## config.mk

```make
export PLATFORM = sky130hd
export DESIGN_NAME = msk_mux_buf
export DESIGN_NICKNAME = d
export VERILOG_FILES = /design/src/rtl/msk_mux_buf.sv
export SDC_FILE = /design/constraint.sdc
export NUM_CORES = 1
export LEC_CHECK = 0
export ABC_AREA = 1
export BUFFER_PORTS_ARGS = -buffer_cell sky130_fd_sc_hd__buf_2
export CORE_MARGIN = 2
export CORE_UTILIZATION = 38
export DETAILED_ROUTE_END_ITERATION = 10
export PLACE_DENSITY = 0.72
export SLEW_MARGIN = 25
export SYNTH_ARGS = -nofsm -noshare
export SYNTH_HDL_FRONTEND = slang
export SYNTH_SLANG_ARGS = --single-unit
```

## constraint.sdc

```tcl
create_clock -name clk -period 1.5 [get_ports clk]
set_clock_uncertainty 0.05 [all_clocks]
set_input_delay 0.225 -clock clk [delete_from_list [all_inputs] [get_ports clk]]
set_output_delay 0.225 -clock clk [all_outputs]
set_load 0.005 [all_outputs]
```

## src/rtl/msk_mux_buf.sv

```systemverilog
// msk_mux_buf: registered N-way share-wise multiplexer for masked words,
// followed by a two-entry elastic buffer with valid/ready handshakes.
// Shares are only ever copied, never combined. Storage that is emptied by a
// pop, a flush or a reset is actively zeroed so that no stale share survives.
// Share layout: bit i, share j of a word sits at index i*d+j; channel k
// occupies in_data[k*W*d +: W*d].
module msk_mux_buf #(
    parameter  int d    = 2,
    parameter  int W    = 8,
    parameter  int N    = 4,
    localparam int SELW = $clog2(N)
) (
    input  logic                clk,
    input  logic                rst_n,
    input  logic [N*W*d-1:0]    in_data,
    input  logic [SELW-1:0]     in_sel,
    input  logic                in_valid,
    output logic                in_ready,
    input  logic                flush,
    output logic [W*d-1:0]      out_data,
    output logic                out_valid,
    input  logic                out_ready,
    output logic                sel_err
);

    localparam int WD = W * d;

    // Copy one channel's sharing out of the input bus. Only the public select
    // steers the choice; an unmatched select yields the all-zero sharing.
    function automatic logic [WD-1:0] pick_channel(
        input logic [N*WD-1:0] bus,
        input logic [SELW-1:0] sel
    );
        logic [WD-1:0] res;
        res = {WD{1'b0}};
        for (int k = 0; k < N; k++) begin
            res = (32'(sel) == 32'(k)) ? bus[k*WD +: WD] : res;
        end
        return res;
    endfunction

    logic [1:0]     cnt_r;
    logic [1:0]     cnt_s;
    logic [WD-1:0]  e0_r;
    logic [WD-1:0]  e0_s;
    logic [WD-1:0]  e1_r;
    logic [WD-1:0]  e1_s;
    logic           sel_err_r;
    logic           sel_err_s;
    logic           out_valid_r;
    logic           push_s;
    logic           pop_s;
    logic           sel_oob_s;
    logic [WD-1:0]  new_word_s;

    // Handshake decodes; in_ready depends only on registered state and rst_n.
    assign in_ready   = rst_n && (cnt_r < 2'd2);
    assign push_s     = in_valid && in_ready && !flush;
    assign pop_s      = out_valid_r && out_ready && !flush;
    assign sel_oob_s  = (32'(in_sel) >= 32'(N));
    assign new_word_s = pick_channel(in_data, in_sel);

    assign out_data  = e0_r;
    assign out_valid = out_valid_r;
    assign sel_err   = sel_err_r;

    // Next-state of the two-entry FIFO, with flush taking priority over transfers.
    always_comb begin
        cnt_s     = cnt_r;
        e0_s      = e0_r;
        e1_s      = e1_r;
        sel_err_s = sel_err_r;
        if (flush) begin
            cnt_s = 2'd0;
            e0_s  = {WD{1'b0}};
            e1_s  = {WD{1'b0}};
        end else begin
            case ({push_s, pop_s})
                2'b10: begin
                    if (cnt_r == 2'd0) begin
                        e0_s  = new_word_s;
                        cnt_s = 2'd1;
                    end else begin
                        e1_s  = new_word_s;
                        cnt_s = 2'd2;
                    end
                end
                2'b01: begin
                    if (cnt_r == 2'd2) begin
                        e0_s  = e1_r;
                        e1_s  = {WD{1'b0}};
                        cnt_s = 2'd1;
                    end else begin
                        e0_s  = {WD{1'b0}};
                        cnt_s = 2'd0;
                    end
                end
                2'b11: begin
                    // Only reachable with one entry: the head is replaced in place.
                    e0_s  = new_word_s;
                    cnt_s = 2'd1;
                end
                default: begin
                    cnt_s = cnt_r;
                end
            endcase
            if (push_s && sel_oob_s) begin
                sel_err_s = 1'b1;
            end else begin
                sel_err_s = sel_err_r;
            end
        end
    end

    // State registers with synchronous active-low reset that clears all shares.
    always_ff @(posedge clk) begin
        if (!rst_n) begin
            cnt_r       <= 2'd0;
            e0_r        <= {WD{1'b0}};
            e1_r        <= {WD{1'b0}};
            sel_err_r   <= 1'b0;
            out_valid_r <= 1'b0;
        end else begin
            cnt_r       <= cnt_s;
            e0_r        <= e0_s;
            e1_r        <= e1_s;
            sel_err_r   <= sel_err_s;
            out_valid_r <= (cnt_s != 2'd0);
        end
    end

endmodule

```

==> Yosys cells after proc, flatten, opt, wreduce, memory -nomap -nowiden <==
Index checks and enable logic that the tools add are counted.
{ "totals": {"register_bits": 35, "inputBits": 71, "output_inout_bits": 19} }
{ "op_classes": {"order_cmp": 1, "n_eq_ne": 10, "n_mux": 14, "bitwise": 1, "reduce_logical": 14} }
{ "ops": {"columns": ["op", "n"], "rows": [
  ["2-to-1 mux 16 bit", 8],
  ["case mux 16 bit (3 select lines)", 1],
  ["case mux 16 bit (2 select lines)", 1],
  ["== test 2 bit (second input constant)", 5],
  ["!= test 2 bit (second input constant)", 3],
  ["case mux 2 bit (3 select lines)", 1],
  ["logical AND 1 bit", 5],
  ["== test 2 x 1 -> 1 bit (second input constant)", 2],
  ["logical NOT 2 bit", 2],
  ["2-to-1 mux 2 bit", 2],
  ["nonzero test 2 bit", 2],
  ["AND reduction 3 bit", 1],
  ["nonzero test 3 bit", 1],
  ["less-than comparator 2 bit (second input constant)", 1],
  ["AND reduction 2 bit", 1],
  ["OR reduction 2 bit", 1],
  ["logical NOT 1 bit", 1],
  ["2-to-1 mux 1 bit", 1],
  ["NOT 1 bit", 1]
]} }

==> Logic depth before layout (Yosys ltp) <==
Gate-level depths: netlist (run 1).
{ "depth": {"depth_word": 8, "depth_mapped": 10} }

==> Worst setup path after synthesis (run 1) <==
No wires, ideal clock.
{ "synth_path": {"path_type": "register to register", "startpoint": "reg out_valid_r (netlist: out_valid)", "endpoint": "reg e0_r[11] (netlist: out_data[11])", "setup_time_ps": 109, "arrival_time_ps": 1305, "required_ps": 1341, "slack_ps": 36, "path_stages_with_launch": 9, "period_less_slack_ps": 1464, "path_cell_list": "dfxtp_1 nand2_1 nor2_2 nand2_2 clkbuf_8 nand3_1 nand3_1 nand2_1 inv_1"} }
{ "synth_via": {"elab_chain_cells": 5, "word_cells_on_any_way": 9, "classes_between": "eq/ne: 4; mux: 1; reduce/logical: 4"} }
{ "synth_rtl": {"columns": ["element", "line", "source"], "rows": [
  ["start, declared", "50", "logic out_valid_r;"],
  ["start signal, assigned", "128", "out_valid_r <= (cnt_s != 2'd0);"],
  ["logical AND 1 bit * (2 in series)", "59", "assign pop_s = out_valid_r && out_ready && !flush;"],
  ["== test 2 bit / == test 2 x 1 -> 1 bit (equally long branches)", "78", "case ({push_s, pop_s})"],
  ["!= test 2 bit (no line) / nonzero test 3 bit (equally long branches)", null, null],
  ["AND reduction 2 bit (no line)", null, null],
  ["end signal, assigned", "119", "e0_r <= {WD{1'b0}};"],
  ["end signal, assigned", "125", "e0_r <= e0_s;"],
  ["end, declared", "44", "logic [WD-1:0] e0_r;"]
]} }
Every way passes the cells marked *; elsewhere a longest branch is shown, timed or not.
A chain may end at the register's enable or synchronous reset.

==> Worst setup path in the final report (run 1) <==
{ "layout_path": {"startpoint": "reg out_valid_r (netlist: out_valid)", "endpoint": "reg e0_r[2] (netlist: out_data[2])"} }
The elaborated chain is that of the path after synthesis.

==> impl_metrics.xml, run 1 <==
<?xml version="1.0" encoding="UTF-8"?>
<metrics>
  <group name="synthesis">
    <metric name="postSynthCellCount" unit="">365</metric>
    <metric name="yosys.area_share.adder" unit="">0</metric>
    <metric name="synth_top_family_by_area" unit="">simple AND/OR/NAND/NOR gates</metric>
    <metric name="synth.mux.area_fraction" unit="">0</metric>
    <metric name="synth-seq-area-share" unit="">0.3011</metric>
    <metric name="synth-seq-cells" unit="">35</metric>
    <metric name="synth-compound-area-share" unit="">0.08333</metric>
    <metric name="edff_count_synth" unit="">0</metric>
    <metric name="synth.net_count" unit="">436</metric>
    <metric name="post_synth_and_or_nand_nor_area_fraction" unit="">0.4753</metric>
    <metric name="yosysTopAreaCellShare" unit="">0.3011</metric>
    <metric name="yosys_most_used_dff" unit="">sky130_fd_sc_hd__dfxtp_1</metric>
    <metric name="synthMostInstantiatedCell" unit="">sky130_fd_sc_hd__nand2_1</metric>
    <metric name="synth_top_cells_by_area" unit="">sky130_fd_sc_hd__dfxtp_1 (30%), sky130_fd_sc_hd__nand3_1 (13%), sky130_fd_sc_hd__nand2_1 (13%), sky130_fd_sc_hd__nor2_1 (6.9%), sky130_fd_sc_hd__inv_1 (6.3%)</metric>
    <metric name="synth_xor_xnor_area_share" unit="">0</metric>
    <metric name="synth_cell_types" unit="">29</metric>
    <metric name="most_common_library_cells_after_synthesis" unit="">sky130_fd_sc_hd__nand2_1 (79), sky130_fd_sc_hd__nand3_1 (61), sky130_fd_sc_hd__nor2_1 (43)</metric>
    <metric name="yosysWarnings" unit="">0</metric>
    <metric name="synthArstFlopShare" unit="">0</metric>
    <metric name="mean_instance_size_in_the_synthesized_netlist" unit="µm²">6.376</metric>
    <metric name="synthDominantAreaCellType" unit="">sky130_fd_sc_hd__dfxtp_1</metric>
    <metric name="netlist_area" unit="µm²">2327</metric>
  </group>
  <group name="worst_setup_path">
    <metric name="crit_path_end_kind" unit="">flop</metric>
    <metric name="timing.setup.critical_path_class" unit="">flop to flop</metric>
    <metric name="worst_ep_arrival_time" unit="ns">1.59</metric>
    <metric name="timing.critical_path.from_type" unit="">flop</metric>
    <metric name="timing.rr.start" unit="">out_valid</metric>
    <metric name="r2r_cells" unit="">7</metric>
    <metric name="setup.reg_to_reg.worst_slack" unit="ns">0.1</metric>
    <metric name="rr_endpoint" unit="">out_data[2]</metric>
    <metric name="critical_path_peak_fanout" unit="">16</metric>
    <metric name="worstPathRequired" unit="ns">1.69</metric>
  </group>
  <group name="floorplanning">
    <metric name="placeableCoreArea" unit="µm²">5921</metric>
    <metric name="initial_core_util" unit="">0.3931</metric>
    <metric name="ios" unit="">90</metric>
    <metric name="die_area" unit="µm²">6766</metric>
    <metric name="rows" unit="">28</metric>
    <metric name="die_x" unit="µm">82.26</metric>
    <metric name="die_y" unit="µm">82.26</metric>
  </group>
  <group name="finish">
    <metric name="final_util" unit="">0.4992</metric>
    <metric name="layout_area_overhead" unit="%">26.99</metric>
    <metric name="num_antenna_cells" unit="">0</metric>
    <metric name="design_area" unit="µm²">2955</metric>
    <metric name="final_nets" unit="">521</metric>
    <metric name="fill_cells" unit="">623</metric>
    <metric name="final-seq-area" unit="µm²">700.7</metric>
    <metric name="multi_input_comb_area" unit="µm²">1338</metric>
    <metric name="drive_above_1_share" unit="">0.3082</metric>
    <metric name="layout.cells.non_filler" unit="">526</metric>
  </group>
  <group name="outcome">
    <metric name="run_status" unit="">finished, final reports clean</metric>
  </group>
  <group name="placed_design">
    <metric name="placed_area" unit="µm²">2780</metric>
    <metric name="gpl.final_weighted_congestion" unit="">0.8359</metric>
    <metric name="hpwl" unit="µm">4761</metric>
    <metric name="io_buffers" unit="">88</metric>
    <metric name="numPlacedInstances" unit="">517</metric>
    <metric name="pre_cts_slack" unit="ns">-0.07271</metric>
  </group>
  <group name="route">
    <metric name="routed_wire_length_per_instance" unit="µm">12.21</metric>
    <metric name="post_drt_via_cell_ratio" unit="">4.903</metric>
    <metric name="drt-total-wl" unit="µm">6421</metric>
    <metric name="drt_first_iter_violations" unit="">131</metric>
    <metric name="drt-pass1-iter-count" unit="">4</metric>
    <metric name="final_antenna_net_count" unit="">0</metric>
    <metric name="detailroute.via_count" unit="">2579</metric>
    <metric name="drc" unit="">0</metric>
  </group>
  <group name="cts">
    <metric name="htree_num_levels" unit="">2</metric>
    <metric name="cts_inserted_buffers" unit="">5</metric>
    <metric name="cts.sinks" unit="">35</metric>
    <metric name="cts.path.max_buffers" unit="">2</metric>
    <metric name="worst_setup_hold_path_clk_slew" unit="ns">0.07</metric>
    <metric name="cts-root-buf" unit="">sky130_fd_sc_hd__clkbuf_8</metric>
    <metric name="clock_latency" unit="ns">0.28</metric>
    <metric name="cts_tree" unit="">done</metric>
  </group>
  <group name="min_path">
    <metric name="worstHoldPathType" unit="">input pin to flop</metric>
    <metric name="worstHoldEndpoint" unit="">out_data[10]</metric>
    <metric name="min_from" unit="">in_data[58]</metric>
    <metric name="holdPathStages" unit="">6</metric>
  </group>
  <group name="power">
    <metric name="power_per_cell_area" unit="nW/µm²">763.9</metric>
    <metric name="leakagePower" unit="nW">1.491</metric>
    <metric name="worst_ir_drop_vdd" unit="µV">496.1</metric>
    <metric name="total_power" unit="mW">2.258</metric>
  </group>
  <group name="timing">
    <metric name="finalWorstPathRequiredPeriod" unit="ns">1.405</metric>
    <metric name="timing.final.setup_violations" unit="">0</metric>
    <metric name="rsz_0062_raised_after_global_routing" unit="">false</metric>
    <metric name="holdWs" unit="ns">0.3342</metric>
    <metric name="setup_total_negative_slack" unit="ns">0</metric>
    <metric name="fmaxAchievable" unit="MHz">712.0</metric>
    <metric name="timing.final.ws_setup" unit="ns">0.09542</metric>
    <metric name="finalMaxSlewViolations" unit="">0</metric>
    <metric name="hold_violations" unit="">0</metric>
    <metric name="fin_crit_sh" unit="">0.9364</metric>
  </group>
  <group name="grt">
    <metric name="grt_use_total" unit="">0.1969</metric>
    <metric name="grt_start_max_net_pins" unit="">29</metric>
    <metric name="grt.overflow.total" unit="">0</metric>
    <metric name="global_route_wire_length_before_repair" unit="µm">10350</metric>
    <metric name="number_of_antenna_violations_at_the_first_check_in_global_routing" unit="">0</metric>
    <metric name="vias_in_the_first_global_route" unit="">2406</metric>
  </group>
  <group name="flow_run">
    <metric name="maxCapViolations" unit="">0</metric>
  </group>
</metrics>
==> placed cells by master, fill, tap and decap left out, drive strengths merged <==
cell and instances:
a21oi 13, bufinv 1, conb 1, nand4 16
nand2 83, nand3 65, o211ai 1, o21ai 22
nand3b 4, clkbuf 6, nor2 47, dfxtp 35
or2 16, clkinv 2, inv 40, buf 99
==> final cells by class <==
class                      instances  share of cell area
tap                               75             0.03175
clock buffer                       6             0.02794
timing repair buffer              99              0.1867
multi-input combinational        268              0.4526
clock inverter                     2             0.01185
inverter                          41             0.05207
sequential                        35              0.2371
==> flip-flops by register name, summed over array words and instances, names as in the netlist <==
signal	count
e1_r	16
cnt_r	2
out_data	16
out_valid	1
==> repair_timing <==
item	4_1_cts	5_1_grt
resized for setup	1	8
buffers inserted	1	0
endpoints found under the setup margin	11	25
cloned	0	0
hold buffers	0	0
pin swaps	1	1
==> cells by family after synthesis <==
| family | count (synthesis) |
|---|---|
| compound gates | 36 |
| buf+inv | 62 |
| flops | 35 |
| other cells | 1 |
| simple gates | 231 |
==> where the power goes <==
| part | internal (mW) | total (mW) | switching (mW) |
|---|---|---|---|
| logic | 0.186 | 0.420 | 0.234 |
| clock network | 0.538 | 0.881 | 0.343 |
| registers | 0.946 | 0.956 | 0.0108 |
==> worst max-delay path by stage <==
stage          startpoint      endpoint  slack, ns  cells after the start
3_3_place_gp     in_valid   out_data[3]      -0.03                      8
6_report        out_valid   out_data[2]        0.1                      7
4_1_cts         out_valid      e1_r[13]       0.08                      7
2_1_floorplan   out_valid  out_data[11]       0.04                      8
5_1_grt         out_valid   out_data[4]      0.001                      7
3_5_place_dp     in_valid   out_data[4]      -0.07                      8
==> critical path: stages (launching register included) <==
cell and delay [ns]:
sky130_fd_sc_hd__dfxtp_1 0.36, sky130_fd_sc_hd__nand2_1 0.08, sky130_fd_sc_hd__nor2_2 0.22, sky130_fd_sc_hd__buf_4 0.28, sky130_fd_sc_hd__nand4_1 0.16, sky130_fd_sc_hd__nand3_1 0.12
sky130_fd_sc_hd__nand2_1 0.05, sky130_fd_sc_hd__inv_1 0.04
==> layer usage <==
| metal | vias up | GRT usage | wire length [µm] |
|---|---|---|---|
| met1 | 1148 | 0.2261 | 2627 |
| met5 | - | 0 | 0 |
| met4 | 0 | 0.06667 | 180 |
| li1 | 1346 | - | - |
| met2 | 69 | 0.3629 | 3324 |
| met3 | 16 | 0.03587 | 289 |
Power figures use the tool's default switching activity.
==> run 2, diff against run 1 <==
ABC_AREA = default   (was 1)
PLACE_DENSITY = 0.74   (was 0.72)
==> run 2 against run 1 <==
Net effect:
- critical path type unchanged
- core utilization increased by 1.5 points
- largest cell class unchanged
- sequential power increased by 0.5%
- global-route usage decreased by 2.9 points
- largest power group unchanged
- die area decreased by 13%
- synthesized cell count decreased by 48%
- critical path depth decreased by 3
- power decreased by 6.8%
- highest routed layer unchanged
==> impl_metrics.xml, run 2 <==
<?xml version="1.0" encoding="UTF-8"?>
<metrics>
  <group name="route">
    <metric name="drt-total-wl" unit="µm">4868</metric>
    <metric name="final_antenna_net_count" unit="">0</metric>
    <metric name="routed_wire_length_per_instance" unit="µm">13.95</metric>
    <metric name="drc" unit="">0</metric>
    <metric name="drt-pass1-iter-count" unit="">4</metric>
    <metric name="detailroute.via_count" unit="">1853</metric>
    <metric name="post_drt_via_cell_ratio" unit="">5.309</metric>
    <metric name="drt_first_iter_violations" unit="">105</metric>
  </group>
  <group name="floorplanning">
    <metric name="rows" unit="">26</metric>
    <metric name="placeableCoreArea" unit="µm²">5107</metric>
    <metric name="ios" unit="">90</metric>
    <metric name="die_y" unit="µm">76.90</metric>
    <metric name="die_area" unit="µm²">5914</metric>
    <metric name="die_x" unit="µm">76.90</metric>
    <metric name="initial_core_util" unit="">0.3954</metric>
  </group>
  <group name="finish">
    <metric name="final_util" unit="">0.5145</metric>
    <metric name="fill_cells" unit="">457</metric>
    <metric name="drive_above_1_share" unit="">0.5627</metric>
    <metric name="layout_common_cells" unit="">sky130_fd_sc_hd__buf_2 (88), sky130_fd_sc_hd__dfxtp_1 (35), sky130_fd_sc_hd__o21ai_2 (24), sky130_fd_sc_hd__o21ai_1 (22)</metric>
    <metric name="num_antenna_cells" unit="">0</metric>
    <metric name="final-seq-area" unit="µm²">700.7</metric>
    <metric name="layout_area_overhead" unit="%">30.11</metric>
    <metric name="final_nets" unit="">349</metric>
    <metric name="multi_input_comb_area" unit="µm²">1160</metric>
    <metric name="mostFrequentLayoutCell" unit="">sky130_fd_sc_hd__buf_2</metric>
  </group>
  <group name="synthesis">
    <metric name="yosysTopAreaCellShare" unit="">0.3470</metric>
    <metric name="most_common_library_cells_after_synthesis" unit="">sky130_fd_sc_hd__dfxtp_1 (35), sky130_fd_sc_hd__o21ai_1 (26), sky130_fd_sc_hd__o21ai_2 (20)</metric>
    <metric name="edff_count_synth" unit="">0</metric>
    <metric name="synth_cell_types" unit="">30</metric>
    <metric name="synthMostInstantiatedCell" unit="">sky130_fd_sc_hd__dfxtp_1</metric>
    <metric name="mean_instance_size_in_the_synthesized_netlist" unit="µm²">10.57</metric>
    <metric name="synth_top_cells_by_area" unit="">sky130_fd_sc_hd__dfxtp_1 (35%), sky130_fd_sc_hd__mux4_2 (18%), sky130_fd_sc_hd__o21ai_2 (8.7%), sky130_fd_sc_hd__o21ai_1 (6.4%), sky130_fd_sc_hd__a31oi_1 (5.0%)</metric>
    <metric name="yosysWarnings" unit="">0</metric>
    <metric name="synth-seq-area-share" unit="">0.3470</metric>
    <metric name="synthDominantAreaCellType" unit="">sky130_fd_sc_hd__dfxtp_1</metric>
    <metric name="netlist_area" unit="µm²">2019</metric>
    <metric name="synth-seq-cells" unit="">35</metric>
    <metric name="synth.net_count" unit="">262</metric>
    <metric name="synthArstFlopShare" unit="">0</metric>
    <metric name="postSynthCellCount" unit="">191</metric>
    <metric name="yosys_most_used_dff" unit="">sky130_fd_sc_hd__dfxtp_1</metric>
  </group>
  <group name="grt">
    <metric name="grt_use_total" unit="">0.1681</metric>
    <metric name="number_of_antenna_violations_at_the_first_check_in_global_routing" unit="">0</metric>
    <metric name="grt_start_max_net_pins" unit="">31</metric>
    <metric name="vias_in_the_first_global_route" unit="">1706</metric>
    <metric name="grt.overflow.total" unit="">0</metric>
    <metric name="global_route_wire_length_before_repair" unit="µm">8135</metric>
  </group>
  <group name="timing">
    <metric name="fin_crit_sh" unit="">0.9439</metric>
    <metric name="timing.final.setup_violations" unit="">0</metric>
    <metric name="finalWorstPathRequiredPeriod" unit="ns">1.416</metric>
    <metric name="hold_violations" unit="">0</metric>
    <metric name="fmaxAchievable" unit="MHz">706.3</metric>
    <metric name="finalMaxSlewViolations" unit="">0</metric>
  </group>
  <group name="power">
    <metric name="power_per_cell_area" unit="nW/µm²">800.8</metric>
    <metric name="leakagePower" unit="nW">1.108</metric>
    <metric name="total_power" unit="mW">2.104</metric>
    <metric name="worst_ir_drop_vdd" unit="µV">453.0</metric>
  </group>
  <group name="cts">
    <metric name="cts_tree" unit="">done</metric>
    <metric name="cts_post_setup_buffers_inserted" unit="">0</metric>
    <metric name="cts_inserted_buffers" unit="">5</metric>
    <metric name="cts-root-buf" unit="">sky130_fd_sc_hd__clkbuf_8</metric>
    <metric name="cts.hold.buffers_added" unit="">0</metric>
    <metric name="clock_latency" unit="ns">0.29</metric>
    <metric name="htree_num_levels" unit="">2</metric>
    <metric name="cts.path.max_buffers" unit="">2</metric>
    <metric name="worst_setup_hold_path_clk_slew" unit="ns">0.07</metric>
    <metric name="cts.sinks" unit="">35</metric>
    <metric name="cts-resized-gates" unit="">0</metric>
  </group>
  <group name="worst_setup_path">
    <metric name="timing.critical_path.from_type" unit="">flop</metric>
    <metric name="crit_path_end_kind" unit="">flop</metric>
    <metric name="critical_path_peak_fanout" unit="">16</metric>
    <metric name="worstPathRequired" unit="ns">1.62</metric>
    <metric name="worst_ep_arrival_time" unit="ns">1.53</metric>
    <metric name="timing.setup.critical_path_class" unit="">flop to flop</metric>
  </group>
  <group name="placed_design">
    <metric name="io_buffers" unit="">88</metric>
    <metric name="gpl.final_weighted_congestion" unit="">0.7920</metric>
    <metric name="hpwl" unit="µm">3753</metric>
  </group>
  <group name="outcome">
    <metric name="run_status" unit="">finished, final reports clean</metric>
  </group>
  <group name="min_path">
    <metric name="worstHoldPathType" unit="">input pin to flop</metric>
  </group>
  <group name="flow_run">
    <metric name="maxCapViolations" unit="">0</metric>
  </group>
</metrics>
## run 2: layer usage
metal | GRT usage | up-vias | routed length, µm
met2 | 0.2491 | 94 | 2149
met5 | 0 | - | 0
met4 | 0.04909 | 0 | 42
met3 | 0.02941 | 5 | 324
met1 | 0.2498 | 829 | 2352
li1 | - | 925 | -
## run 2: where the power goes
part | internal (mW) | switching, mW | total [mW]
Clock | 0.417 | 0.335 | 0.752
Sequential | 0.949 | 0.0120 | 0.961
Combinational | 0.209 | 0.181 | 0.391
## run 2: final timing paths
check / end / cells after the start / startpoint / slack (ns)
max: out_data[0] / 4 / cnt_r[1] / 0.08
min: cnt_r[1] / 3 / in_valid / 0.24
max reg2reg: out_data[0] / 4 / cnt_r[1] / 0.08
min reg2reg: e1_r[3] / 2 / e1_r[3] / 0.42
## run 2: final cells by class
cell class / instances / share of cell area
Multi-Input combinational cell: 135 / 0.4414
Sequential cell: 35 / 0.2667
Timing Repair Buffer: 101 / 0.2190
Clock buffer: 7 / 0.03667
Tap cell: 70 / 0.03333
Clock inverter: 1 / 0.002857
## run 2: through the flow
stage                     hold slack (ns)  std cells  setup TNS (ns)  instance area (µm²)  worst slack (ns)
after floorplan                    0.3641        191               0                 2019            0.1649
after global placement             0.4026        341               0                 2509           0.05814
after detailed placement           0.4136        341               0                 2509           0.03793
after CTS                          0.2189        349               0                 2613           0.05900
after global routing               0.2579        349       -0.007231                 2628         -0.007231
final                              0.2406        349               0                 2628           0.08421
## run 2: kinds of logic after synthesis
kind of cell | after synthesis | synth area share
simple gates | 48 | 0.1530
flops | 35 | 0.3470
xor+xnor | 1 | 0.004338
compound gates | 68 | 0.2237
mux | 17 | 0.1840
buf+inv | 21 | 0.08612
other cells | 1 | 0.001857
## run 2: worst max-delay path: stages, from the launching register on
cell and delay [ns]:
sky130_fd_sc_hd__dfxtp_1 0.41, sky130_fd_sc_hd__and2b_2 0.28, sky130_fd_sc_hd__and2_4 0.24, sky130_fd_sc_hd__o21ai_1 0.21
sky130_fd_sc_hd__a31oi_1 0.11
